===== config.mk =====
export PLATFORM = sky130hd
export DESIGN_NAME = biassram_wr_pp_flat
export DESIGN_NICKNAME = d
export VERILOG_FILES = /design/src/rtl/bias_pkg.sv /design/src/rtl/biassram_wr_pp_if.sv /design/src/rtl/bias_unpack.sv /design/src/rtl/biassram_wr_pp.sv /design/src/flat_wrapper.sv
export SDC_FILE = /design/constraint.sdc
export NUM_CORES = 1
export LEC_CHECK = 0
export ABC_AREA = 1
export BUFFER_PORTS_ARGS = -buffer_cell sky130_fd_sc_hd__buf_2
export CELL_PAD_IN_SITES_DETAIL_PLACEMENT = 1
export CELL_PAD_IN_SITES_GLOBAL_PLACEMENT = 1
export CORE_MARGIN = 4
export CORE_UTILIZATION = 41
export CTS_CLUSTER_SIZE = 40
export DETAILED_ROUTE_END_ITERATION = 8
export GPL_TIMING_DRIVEN = 0
export PLACE_DENSITY = 0.86
export SYNTH_ARGS = -nofsm -noshare
export SYNTH_HDL_FRONTEND = slang
export SYNTH_SLANG_ARGS = --single-unit

===== constraint.sdc =====
create_clock -name clk -period 9.6 [get_ports clk]
set_clock_uncertainty 0.2 [all_clocks]
set_input_delay 1.92 -clock clk [delete_from_list [all_inputs] [get_ports clk]]
set_output_delay 1.92 -clock clk [all_outputs]
set_load 0.005 [all_outputs]

===== src/rtl/bias_pkg.sv =====
// Shared definitions for the ping-pong bias SRAM writer: FSM encoding,
// default geometry and a small arithmetic helper.
package bias_pkg;

    typedef enum logic [1:0] {
        IDLE    = 2'd0,
        LOAD    = 2'd1,
        WAIT_RD = 2'd2,
        DONE    = 2'd3
    } state_t;

    localparam int BIAS_W_DEF = 32;
    localparam int LANES      = 2;

    function automatic int ceil_div(input int num, input int den);
        return (num + den - 1) / den;
    endfunction

endpackage


===== src/rtl/biassram_wr_pp_if.sv =====
// FIFO-side and SRAM-side bus of the bias writer. master = the writer,
// slave = the FIFO/SRAM environment.
interface biassram_wr_pp_if #(
    parameter int DIN_W     = 64,
    parameter int BIAS_W    = 32,
    parameter int ADDR_BITS = 9
);
    logic [DIN_W-1:0]       fifo_data;
    logic                   fifo_empty_n;
    logic                   fifo_read;
    logic [1:0]             cen_bias;
    logic [1:0]             wen_bias;
    logic [2*ADDR_BITS-1:0] addr_bias;
    logic [2*BIAS_W-1:0]    din_bias;

    modport master (
        input  fifo_data, fifo_empty_n,
        output fifo_read, cen_bias, wen_bias, addr_bias, din_bias
    );

    modport slave (
        output fifo_data, fifo_empty_n,
        input  fifo_read, cen_bias, wen_bias, addr_bias, din_bias
    );
endinterface


===== src/rtl/bias_unpack.sv =====
// Beat-to-lane unpacker: one holding register fed from a FWFT FIFO, emitting
// one BIAS_W lane per cycle while it holds valid data.
module bias_unpack #(
    parameter int DIN_W    = 64,
    parameter int BIAS_W   = 32,
    parameter int LEN_BITS = 10
) (
    input  logic                clk,
    input  logic                reset,
    input  logic                load,        // latch beat budget for a new layer
    input  logic [LEN_BITS-1:0] beats,
    input  logic                active,      // writer is in LOAD
    input  logic                flush,       // last bias of layer written this cycle
    input  logic [DIN_W-1:0]    fifo_data,
    input  logic                fifo_empty_n,
    output logic                fifo_read,
    output logic [BIAS_W-1:0]   lane_data,
    output logic                lane_valid
);
    localparam int N_LANES = DIN_W / BIAS_W;
    localparam int LANE_W  = (N_LANES > 1) ? $clog2(N_LANES) : 1;

    logic [DIN_W-1:0]    hold;
    logic                hold_valid;
    logic [LANE_W-1:0]   lane;
    logic [LEN_BITS-1:0] beats_left;
    logic                last_lane;
    logic                pop;

    assign last_lane  = hold_valid && (lane == LANE_W'(N_LANES - 1));
    assign fifo_read  = active && (beats_left != '0) && (!hold_valid || last_lane);
    assign pop        = fifo_read && fifo_empty_n;
    assign lane_valid = hold_valid;
    assign lane_data  = hold[int'(lane) * BIAS_W +: BIAS_W];

    // NOTE: state registers use non-blocking assignments so every flop samples
    // the pre-edge value of its neighbours, independent of statement order.
    always_ff @(posedge clk) begin
        if (reset) begin
            hold_valid <= 1'b0;
            lane       <= '0;
            beats_left <= '0;
        end else begin
            if (load)
                beats_left <= beats;
            else if (pop)
                beats_left <= beats_left - LEN_BITS'(1);

            if (pop) begin
                hold_valid <= 1'b1;
                lane       <= '0;
            end else if (hold_valid) begin
                if (flush || last_lane)
                    hold_valid <= 1'b0;
                else
                    lane <= lane + LANE_W'(1);
            end
        end
    end

    // NOTE: the data register has no reset; hold_valid alone qualifies it.
    always_ff @(posedge clk) begin
        if (pop)
            hold <= fifo_data;
    end

endmodule


===== src/rtl/biassram_wr_pp.sv =====
// Ping-pong bias SRAM writer: loads one layer of biases into bank wr_bank,
// then hands the bank to the first-read block and flips banks.
module biassram_wr_pp
    import bias_pkg::*;
#(
    parameter int DIN_W     = LANES * BIAS_W_DEF,
    parameter int BIAS_W    = BIAS_W_DEF,
    parameter int ADDR_BITS = 9,
    parameter int LEN_BITS  = 10
) (
    input  logic                clk,
    input  logic                reset,
    input  logic                start,
    input  logic [LEN_BITS-1:0] bias_len,
    biassram_wr_pp_if.master    bus,
    output logic                wr_bank,
    output logic                rd_bank,
    output logic                rd1st_start,
    input  logic                rd1st_busy,
    input  logic                rd1st_done,
    output logic                busy,
    output logic                done,
    output logic                err_len
);
    localparam int                  N_LANES = DIN_W / BIAS_W;
    localparam logic [LEN_BITS-1:0] DEPTH   = LEN_BITS'(2 ** ADDR_BITS);

    state_t              state, state_n;
    logic [LEN_BITS-1:0] len_q;
    logic [ADDR_BITS:0]  wr_cnt;
    logic                started;
    logic                len_ok, accept, wr_en, last_wr;
    logic                lane_valid;
    logic [BIAS_W-1:0]   lane_data;
    logic [LEN_BITS-1:0] beats;

    assign len_ok  = (bias_len != '0) && (bias_len <= DEPTH);
    assign accept  = (state == IDLE) && start && len_ok;
    assign wr_en   = (state == LOAD) && lane_valid;
    assign last_wr = wr_en && (LEN_BITS'(wr_cnt) == len_q - LEN_BITS'(1));
    assign beats   = LEN_BITS'(ceil_div(int'(bias_len), N_LANES));

    bias_unpack #(
        .DIN_W   (DIN_W),
        .BIAS_W  (BIAS_W),
        .LEN_BITS(LEN_BITS)
    ) u_unpack (
        .clk         (clk),
        .reset       (reset),
        .load        (accept),
        .beats       (beats),
        .active      (state == LOAD),
        .flush       (last_wr),
        .fifo_data   (bus.fifo_data),
        .fifo_empty_n(bus.fifo_empty_n),
        .fifo_read   (bus.fifo_read),
        .lane_data   (lane_data),
        .lane_valid  (lane_valid)
    );

    always_ff @(posedge clk) begin
        if (reset) state <= IDLE;
        else       state <= state_n;
    end

    // NOTE: every output of this block gets a default first, so no path
    // leaves a variable unassigned and no latch is inferred.
    always_comb begin
        state_n     = state;
        rd1st_start = 1'b0;
        busy        = (state != IDLE);
        done        = 1'b0;
        case (state)
            IDLE:    if (accept) state_n = LOAD;
            LOAD:    if (last_wr) state_n = WAIT_RD;
            WAIT_RD: begin
                rd1st_start = !started && !rd1st_busy;
                // started is still low in the pulse cycle, so a same-cycle done is ignored
                if (started && rd1st_done) state_n = DONE;
            end
            DONE: begin
                done    = 1'b1;
                state_n = IDLE;
            end
            default: state_n = IDLE;
        endcase
    end

    always_ff @(posedge clk) begin
        if (reset) begin
            len_q   <= '0;
            wr_cnt  <= '0;
            started <= 1'b0;
            wr_bank <= 1'b0;
            rd_bank <= 1'b1;
            err_len <= 1'b0;
        end else begin
            err_len <= (state == IDLE) && start && !len_ok;

            if (accept) begin
                len_q  <= bias_len;
                wr_cnt <= '0;
            end else if (wr_en && !last_wr) begin
                wr_cnt <= wr_cnt + (ADDR_BITS+1)'(1);
            end

            if (last_wr)
                rd_bank <= wr_bank;

            if (rd1st_start)
                started <= 1'b1;
            else if (state == DONE)
                started <= 1'b0;

            if (state == DONE)
                wr_bank <= ~wr_bank;
        end
    end

    always_comb begin
        bus.cen_bias  = 2'b11;
        bus.wen_bias  = 2'b11;
        bus.addr_bias = '0;
        bus.din_bias  = '0;
        for (int b = 0; b < 2; b++) begin
            if (wr_en && (wr_bank == 1'(b))) begin
                bus.cen_bias[b]                           = 1'b0;
                bus.wen_bias[b]                           = 1'b0;
                bus.addr_bias[b*ADDR_BITS +: ADDR_BITS]   = wr_cnt[ADDR_BITS-1:0];
                bus.din_bias[b*BIAS_W +: BIAS_W]          = lane_data;
            end
        end
    end

endmodule


===== src/flat_wrapper.sv =====
// flat-port wrapper written by rule: the top's interface ports become plain ports
module biassram_wr_pp_flat import bias_pkg::*;
#(
    parameter int DIN_W     = LANES * BIAS_W_DEF,
    parameter int BIAS_W    = BIAS_W_DEF,
    parameter int ADDR_BITS = 9,
    parameter int LEN_BITS  = 10
)
  (clk, reset, start, bias_len, wr_bank, rd_bank, rd1st_start, rd1st_busy, rd1st_done, busy, done, err_len, bus_fifo_data, bus_fifo_empty_n, bus_fifo_read, bus_cen_bias, bus_wen_bias, bus_addr_bias, bus_din_bias);
  biassram_wr_pp_if #(.DIN_W(DIN_W), .BIAS_W(BIAS_W), .ADDR_BITS(ADDR_BITS)) bus_i ();
  input  logic clk;
  input  logic reset;
  input  logic start;
  input  logic [LEN_BITS-1:0] bias_len;
  output logic wr_bank;
  output logic rd_bank;
  output logic rd1st_start;
  input  logic rd1st_busy;
  input  logic rd1st_done;
  output logic busy;
  output logic done;
  output logic err_len;
  input wire logic [$bits(bus_i.fifo_data)-1:0] bus_fifo_data;
  input wire logic [$bits(bus_i.fifo_empty_n)-1:0] bus_fifo_empty_n;
  output wire logic [$bits(bus_i.fifo_read)-1:0] bus_fifo_read;
  output wire logic [$bits(bus_i.cen_bias)-1:0] bus_cen_bias;
  output wire logic [$bits(bus_i.wen_bias)-1:0] bus_wen_bias;
  output wire logic [$bits(bus_i.addr_bias)-1:0] bus_addr_bias;
  output wire logic [$bits(bus_i.din_bias)-1:0] bus_din_bias;
  assign bus_i.fifo_data = bus_fifo_data;
  assign bus_i.fifo_empty_n = bus_fifo_empty_n;
  assign bus_fifo_read = bus_i.fifo_read;
  assign bus_cen_bias = bus_i.cen_bias;
  assign bus_wen_bias = bus_i.wen_bias;
  assign bus_addr_bias = bus_i.addr_bias;
  assign bus_din_bias = bus_i.din_bias;
  biassram_wr_pp #(.DIN_W(DIN_W), .BIAS_W(BIAS_W), .ADDR_BITS(ADDR_BITS), .LEN_BITS(LEN_BITS)) u_core (.clk(clk), .reset(reset), .start(start), .bias_len(bias_len), .bus(bus_i), .wr_bank(wr_bank), .rd_bank(rd_bank), .rd1st_start(rd1st_start), .rd1st_busy(rd1st_busy), .rd1st_done(rd1st_done), .busy(busy), .done(done), .err_len(err_len));
endmodule

==> results.txt <==
Rel. slew slack = 0.5896
Fmax = 217.9 MHz
syn nets = 693
clock root cell = clkbuf_16
crit path launch type = input pin
Placed Cells = 947
DR WL/cell = 18.53 um
grt peak-use layer = met2
max cap viols = 0
reg2reg start = u_core.u_unpack.beats_left[0]
overall die height = 123.3 um
met3 global-route usage = 0.05124
pwr/cell area = 209.4 nW/um2
setup bufs post-CTS = 0
FF-to-FF path depth = 12
clk sinks = 102
DP HPWL = 13760 um
Cell Area, Synth = 5448 um2
final WL = 17880 um
vias in the first global route = 5137
Final Hold Fails = 0
drt pass-1 iters = 4
H-tree Lvls = 3
leakage power = 2.948 nW
DRC Markers = 0
kind of end point of the critical path = output pin
area of the core = 12820 um2
Fin Hold WS = 0.2996 ns
Port Buffers = 171
Site Rows = 41
Async SR Flop Fraction = 0
initial antenna violation count = 2
Least-Margin Pin Slew = 0.6156 ns
gr ovfl total = 0
Syn Area/Cell = 9.034 um2
largest net degree at the start of global routing = 50
CP Data Required Time = 7.48 ns
critical path type = in -> out
Initial Utilization = 0.4248
Routed Antenna Nets = 0
Clock Path Buffers = 2
Die Area = 15200 um2
clock latency on the worst-skew pair = 0.36 ns
EDFF count, synth = 64
gr usage total = 0.2299
TritonCTS clock tree = built
Post-CTS Hold Buffers = 0
FILL cells = 1590
post-route setup TNS = 0 ns
grt met1 use = 0.2393
min Tclk post-route = 4.589 ns
peak supply drop = 0.1077 mV
final core occ = 0.5335
largest area contributor in the netlist = edfxtp_1
Via Count = 4868
Post-Layout Cell Count = 965
final cycle utilization of the critical path = 0.4780
ratio of cells with drive above 1 in the final layout = 0.3325
met2 usage = 0.4434
Hold Path Stages = 2
vias per cell = 5.045
run status = completed
GPL Wtd Cong = 0.8702
Ports = 173
HP Start = u_core.wr_cnt[6]
Synth area leaders = edfxtp_1, dfxtp_1, nor2_1
Post-Syn Instances = 603
Seq/Total Area, Yosys = 0.4924
CTS buffer count = 9
share of the synthesized area in the top cell type = 0.3528
Ys Warns = 0
Crit. Startpoint = rd1st_busy
unrepaired setup endpoints after global routing = false
clock-pin slew on the worst setup and hold paths = 0.07 ns
Area Growth Syn to Fin = 25.59%
Die W = 123.3 um
global-route wire length before repair = 26690 um
DRT iter0 DRCs = 192
ys flop type = edfxtp_1
Slew Limit Fails = 0
Post-CTS Resized = 0
Final setup viols = 0
CP Data Arrival Time = 2.47 ns
hold crit path type = reg -> reg
Max FO, Critical Path = 2
nets = 876
Overall Power = 1.433 mW
Yosys cell types = 43
#FFs+latches synth = 102
[cell usage after synthesis (all sizes together), types with 2 or more instances]
library cell	n
o21ai	21
a21oi	31
dfxtp	38
nand4	3
buf	16
clkbuf	8
nor2	124
nand3	44
ha	10
or2	4
xnor2	3
xor2	19
nand3b	4
inv	56
nand2	108
edfxtp	64
nor4	3
a211oi	2
nor3	6
mux2i	32
o211ai	2
[cell families (layout without fill, tap and decap cells)]
logic type	Yosys count	after routing	share of synthesized area
and+or+nand+nor	298	298	0.2579
DFF	102	102	0.4924
buffers and inverters	81	269	0.06683
AOI/OAI and AO/OA	58	58	0.06569
muxes	32	32	0.05880
xor gates and xnor gates	22	22	0.03537
adders and majority gates	10	10	0.02297
other	0	2	0
[critical path: stages]
cell    delay, ns
buf_2        0.10
nor3_1       0.26
buf_2        0.19
[registers in the layout, indices dropped and copies added, names as in the netlist]
| register | cells |
|---|---|
| u_core.err_len | 1 |
| u_core.len_q | 10 |
| u_core.rd_bank | 1 |
| u_core.started | 1 |
| u_core.state | 2 |
| u_core.u_unpack.beats_left | 10 |
| u_core.u_unpack.hold | 64 |
| u_core.u_unpack.lane | 1 |
| u_core.u_unpack.lane_valid | 1 |
| u_core.wr_bank | 1 |
| u_core.wr_cnt | 10 |
[worst paths after layout]
check | endpoint | slack [ns]
max | rd1st_start | 5.01
min reg2reg | u_core.wr_cnt[6] | 0.30
max reg2reg | u_core.u_unpack.hold[3] | 7.08
min | u_core.wr_cnt[6] | 0.30
[power breakdown]
part           leakage, nW  internal [mW]  total, mW  switching, mW
registers            0.891          0.545      0.583         0.0384
logic                 1.91          0.172      0.474          0.302
clock network        0.145          0.205      0.375          0.170
total                 2.95          0.922       1.43          0.511
[layout by cell type (no fill, tap or decap), types with 3 or more instances in the layout]
cell type	synthesis	routed
a21oi_1	19	19
a21oi_2	12	12
buf_1	4	4
buf_2	3	174
buf_4	4	4
buf_6	4	4
clkbuf_1	8	9
clkbuf_16	0	9
dfxtp_1	38	38
edfxtp_1	64	64
ha_1	10	10
inv_1	47	46
inv_2	9	10
mux2i_1	32	32
nand2_1	98	98
nand2_2	7	7
nand2_4	3	3
nand3_1	31	31
nand3_2	13	13
nand3b_1	3	3
nand4_1	3	3
nor2_1	113	113
nor2_2	7	7
nor2_4	4	4
nor3_1	5	5
o21ai_0	16	16
o21ai_1	4	4
xnor2_1	3	3
xor2_1	19	19
[per-stage QoR]
step	cell area, um2	setup slack [ns]
floorplan	5448	5.320
detailed placement	6539	5.044
CTS	6837	4.996
global placement	6519	5.078
finish	6842	5.011
global route	6842	4.909
[routing by layer]
metal / up-vias / wire [um]
met2: 125 / 9900
met1: 2362 / 6576
li1: 2351 / -
met4: 0 / 406
met5: - / 0
met3: 30 / 999
[layout make-up]
| cell class | instances | area [um2] | share of cell area |
|---|---|---|---|
| Timing Repair Buffer | 172 | 875.8 | 0.1280 |
| Buffer | 24 | 150.1 | 0.02195 |
| Multi-Input combinational cell | 420 | 2401 | 0.3510 |
| Clock buffer | 10 | 229.0 | 0.03347 |
| Tap cell | 172 | 215.2 | 0.03146 |
| Sequential cell | 102 | 2683 | 0.3921 |
| Clock inverter | 6 | 68.82 | 0.01006 |
| Inverter | 57 | 214.0 | 0.03127 |
| Antenna cell | 2 | 5.005 | 0.0007315 |
Note: power is estimated with default switching activity, not from simulation.
